$ cat config.mk
export PLATFORM = sky130hd
export DESIGN_NAME = regfile_sb
export DESIGN_NICKNAME = d
export VERILOG_FILES = /design/src/rtl/regfile_sb.sv
export SDC_FILE = /design/constraint.sdc
export NUM_CORES = 2
export LEC_CHECK = 0
export CAP_MARGIN = 20
export CORE_ASPECT_RATIO = 0.9
export CORE_UTILIZATION = 55
export CTS_CLUSTER_SIZE = 24
export DETAILED_ROUTE_END_ITERATION = 16
export GPL_TIMING_DRIVEN = 0
export MAX_ROUTING_LAYER = met4
export PLACE_DENSITY = 0.74
export SETUP_SLACK_MARGIN = 0.3
export SYNTH_ARGS = -nofsm -noshare
export SYNTH_HDL_FRONTEND = slang
export SYNTH_SLANG_ARGS = --single-unit
$ cat constraint.sdc
create_clock -name clk -period 4.59 [get_ports clk]
set_input_delay 0.918 -clock clk [delete_from_list [all_inputs] [get_ports clk]]
set_output_delay 0.918 -clock clk [all_outputs]
set_load 0.05 [all_outputs]
$ cat src/rtl/regfile_sb.sv
// Parametrised multi-read-port register file with write-to-read bypass and a
// per-register busy scoreboard used by decode to stall on unwritten operands.
module regfile_sb #(
   parameter int unsigned DATA_W   = 32,
   parameter int unsigned ADDR_W   = 5,
   parameter int unsigned NRD      = 2,
   parameter int unsigned BYPASS   = 1,
   parameter int unsigned ZERO_REG = 1
) (
   input  logic                  clk,
   input  logic                  rst_n,
   input  logic                  we,
   input  logic [ADDR_W-1:0]     wa,
   input  logic [DATA_W-1:0]     wd,
   input  logic [NRD*ADDR_W-1:0] ra,
   output logic [NRD*DATA_W-1:0] rd,
   output logic [NRD-1:0]        rd_busy,
   input  logic                  rsv_en,
   input  logic [ADDR_W-1:0]     rsv_addr,
   output logic                  rsv_err,
   output logic [ADDR_W:0]       busy_cnt
);

   localparam int unsigned NREG  = 2 ** ADDR_W;
   localparam int unsigned CNT_W = ADDR_W + 1;
   localparam bit          ZR    = (ZERO_REG != 0);
   localparam bit          BP    = (BYPASS != 0);

   logic [DATA_W-1:0] rf [NREG];
   logic [NREG-1:0]   busy;
   logic [NREG-1:0]   busy_nxt;
   logic [CNT_W-1:0]  cnt_nxt;
   logic              rsv_err_nxt;
   logic              wr_ok;

   assign wr_ok = we && !(ZR && (wa == '0));

   // Register storage
   always_ff @(posedge clk or negedge rst_n) begin
      if (!rst_n) begin
         for (int i = 0; i < NREG; i++) rf[i] <= '0;
      end else if (wr_ok) begin
         rf[wa] <= wd;
      end
   end

   // Scoreboard next state: a new reservation outranks a same-cycle writeback
   always_comb begin
      busy_nxt = busy;
      cnt_nxt  = '0;
      for (int r = 0; r < NREG; r++) begin
         if (rsv_en && (rsv_addr == ADDR_W'(r)) && !(ZR && (r == 0)))
            busy_nxt[r] = 1'b1;
         else if (we && (wa == ADDR_W'(r)))
            busy_nxt[r] = 1'b0;
      end
      for (int r = 0; r < NREG; r++) cnt_nxt = cnt_nxt + CNT_W'(busy_nxt[r]);
      rsv_err_nxt = rsv_en && busy[rsv_addr] && !(we && (wa == rsv_addr))
                    && !(ZR && (rsv_addr == '0));
   end

   always_ff @(posedge clk or negedge rst_n) begin
      if (!rst_n) begin
         busy     <= '0;
         busy_cnt <= '0;
         rsv_err  <= 1'b0;
      end else begin
         busy     <= busy_nxt;
         busy_cnt <= cnt_nxt;
         rsv_err  <= rsv_err_nxt;
      end
   end

   // Independent combinational read ports
   for (genvar i = 0; i < NRD; i++) begin : g_rd
      logic [ADDR_W-1:0] a;
      logic              zero;
      logic              fwd;
      assign a    = ra[i*ADDR_W +: ADDR_W];
      assign zero = ZR && (a == '0);
      assign fwd  = BP && we && (wa == a);
      assign rd[i*DATA_W +: DATA_W] = zero ? '0 : (fwd ? wd : rf[a]);
      assign rd_busy[i] = !zero && busy[a] && !fwd;
   end

endmodule

==> out/metrics.cfg <==
[sta]
finalHoldViolations=0
max_freq_ghz=0.181
timing.slew.headroom=0.0650
post-route-period-util=1.21
holdWs_ns=0.0478
fin_worst_skew_ns=0.0199
tns_ns=-4.12
worst_slack_ns=-0.949
drv_slew=0
worst_pin_slew_ns=1.40
min_period_ns=5.54
grt_setup_unrepaired=true
setup_viol=6

[setup_path]
r2r_cells=14
critical_path_class=input port to flip-flop
path_delay_family=adder cells
critical_path_required_ns=5.25
r2r-start=busy[19]
cp_common_cell=fa_2
rrSetupSlack_ns=-0.30
crit_fanout=10
worst_setup_path_end_kind=flip-flop
arrival_ns=6.20
slowest_delay_ns=0.55
crit_buf_inv=6
reg2reg_to=busy_cnt[4]
crit_slowest_cell=fa_2
start_kind=input port
cp-startpoint=wa[4]
worstPathCellList=buf_12 -> clkbuf_16 -> nor3b_4 -> buf_12 -> nand2_8 -> clkbuf_16 -> a22o_1 -> fa_1 -> fa_2 -> fa_1 -> inv_1 -> fa_1 -> fa_2 -> fa_2 -> inv_2 -> ha_4 -> fa_2 -> a21o_1 -> a21oi_2 -> xnor2_1

[floorplanning]
die_y_um=312
dieArea_mm2=0.108
core_area_mm2=0.106
rows=113
pin_count=129
die_w_um=346
floorplan.initialDensity=0.555

[cts]
cts_buffer_depth=3
cts_hold_buf=0
h-tree-depth=3
clock_sinks=1063
root_buffer=clkbuf_16
clk_latency_ns=0.75
clk_pin_slew_worst_paths_ns=0.06
cts_buffers=111
cts_tree=done

[logic_synthesis]
synth_edf_count=0
synth_seq_cells=1063
syn_nets=4270
synth_ff_type=dfrtp_1
syn_inst=4183
ys_warn_count=0
synth_area_mm2=0.0586
synth-seq-area-share=0.454
post_synth_num_cell_types=58
syn_area_per_cell_um2=14.0
ys_async_sr_fraction=1.00

[global_routing]
grt_pass1_vias=45500
grt_pass1_wl_um=365000
antenna_found_initial=17
grt_max_degree=163
overflow=0
grtUsageTotal=0.516

[routing]
vias_per_cell=7.82
ant_nets=0
wl_per_cell_um=44.2
vias=48200
met2_length_um=105000
drt-met1-wl_um=90200
highest_layer=met4
dr_wl_met3_um=49500
routed_wl_um=272000
drt-initial-drc-count=8872
drtPass1Iterations=13
drc=0

[layout]
fin_cells=6164
multiInputGateArea_mm2=0.0304
seq_area_mm2=0.0266
nets=4745
mostFrequentLayoutCells=1063 x dfrtp_1, 944 x mux2_2, 447 x mux4_2
area_delta_synth_final_pct=20.8
drive_gt1_frac=0.481
final_common_cell=dfrtp_1
num-fill-cells=7327
postLayoutCoreUtil=0.670

[status]
violations=negative setup slack
status=finished with violations

[pwr]
vdd_drop_max_mv=1.18
p_leak_uw=0.0315
power_density_mw_per_mm2=468

[placement]
place_congestion=1.07
dp.cells=5776
pre_cts_slack_ns=-2.82
place.port_buffers=117
hpwl_um=182000

[flow_run]
maxCapViolCount=0

[worst_hold_path]
holdCritPathClass=input port to asynchronous set/reset pin

[registers in the layout, indices dropped and copies added, names as in the netlist]
name and flops:
busy_cnt 6, rsv_err 1, rf 1024, busy 32
[layer usage]
layer	vias up	GRT usage
li1	17000	-
met1	24600	0.604
met2	5001	0.644
met3	1662	0.302
met4	0	0.379
met5	-	-
[stage by stage]
stage | area [um^2] | total power [uW]
floorplan | 58800 | 19600
global placement | 61700 | 22200
detailed placement | 63300 | 22600
CTS | 69400 | 32500
global route | 70700 | 34200
finish | 70800 | 33100
[cell type report]
cell class,count,share of cell area
multi-input combinational,2610,0.429
sequential,1063,0.376
timing repair buffer,362,0.0564
buffer,461,0.0556
clock buffer,160,0.0468
tap,1380,0.0244
clock inverter,48,0.00819
inverter,49,0.00281
antenna,31,0.00110
[how the worst max path moves through the flow]
stage             endpoint  slack (ns)  cells past startpoint
2_1_floorplan  busy_cnt[4]       -1.34                     19
3_3_place_gp       rf[966]      -46.28                      1
3_5_place_dp   busy_cnt[4]       -2.82                     19
4_1_cts        busy_cnt[4]       -0.87                     21
5_1_grt        busy_cnt[4]       -1.00                     20
6_report       busy_cnt[4]       -0.95                     20
[cells by family (layout without fill, tap and decap cells)]
group / count (synthesis) / in the layout / share of synthesized area
buffers and inverters: 510 / 1080 / 0.0400
other: 0 / 31 / 0
multiplexers: 1671 / 1671 / 0.401
adder cells (fa/ha/maj): 31 / 31 / 0.00970
flip-flops: 1063 / 1063 / 0.454
AND/OR/NAND/NOR: 453 / 453 / 0.0353
AO/OA/AOI/OAI: 437 / 437 / 0.0573
XOR/XNOR: 18 / 18 / 0.00269
[power breakdown]
group	internal, uW	switching, uW	total (uW)
clock	5680	4160	9840
sequential	11300	1470	12700
combinational	5240	5310	10600
total	22200	10900	33100
[synth_stat cells (4+ instances only)]
library cell / count / share of area
a211o_1: 26 / 0.0039
a211oi_1: 73 / 0.0094
a21o_1: 7 / 0.00090
a21oi_1: 31 / 0.0026
a221o_1: 31 / 0.0053
a221oi_1: 104 / 0.016
a22o_1: 19 / 0.0028
a22oi_1: 52 / 0.0067
and2_1: 6 / 0.00064
and3_1: 19 / 0.0020
and3b_1: 4 / 0.00060
buf_1: 56 / 0.0036
buf_2: 77 / 0.0066
buf_4: 29 / 0.0037
buf_6: 28 / 0.0054
clkbuf_1: 270 / 0.017
dfrtp_1: 1063 / 0.45
fa_1: 24 / 0.0082
ha_1: 7 / 0.0015
inv_1: 47 / 0.0030
mux2_2: 944 / 0.18
mux2i_1: 280 / 0.048
mux4_2: 447 / 0.17
nand2_1: 245 / 0.016
nand2b_1: 9 / 0.00096
nand3_1: 18 / 0.0015
nor2_1: 58 / 0.0037
nor2b_1: 40 / 0.0043
nor3_1: 28 / 0.0024
nor3b_1: 8 / 0.0010
o2111ai_1: 12 / 0.0018
o211ai_1: 10 / 0.0013
o21ai_0: 43 / 0.0037
o21ai_1: 15 / 0.0013
or2_2: 5 / 0.00053
xnor2_1: 17 / 0.0025
[timing repair]
action / CTS / global route
pin swaps: 42 / 35
setup buffers: 64 / 82
setup endpoints to repair: 72 / 70
gates cloned: 0 / 1
resized for setup: 864 / 154
Note: power is estimated with default switching activity, not from simulation.
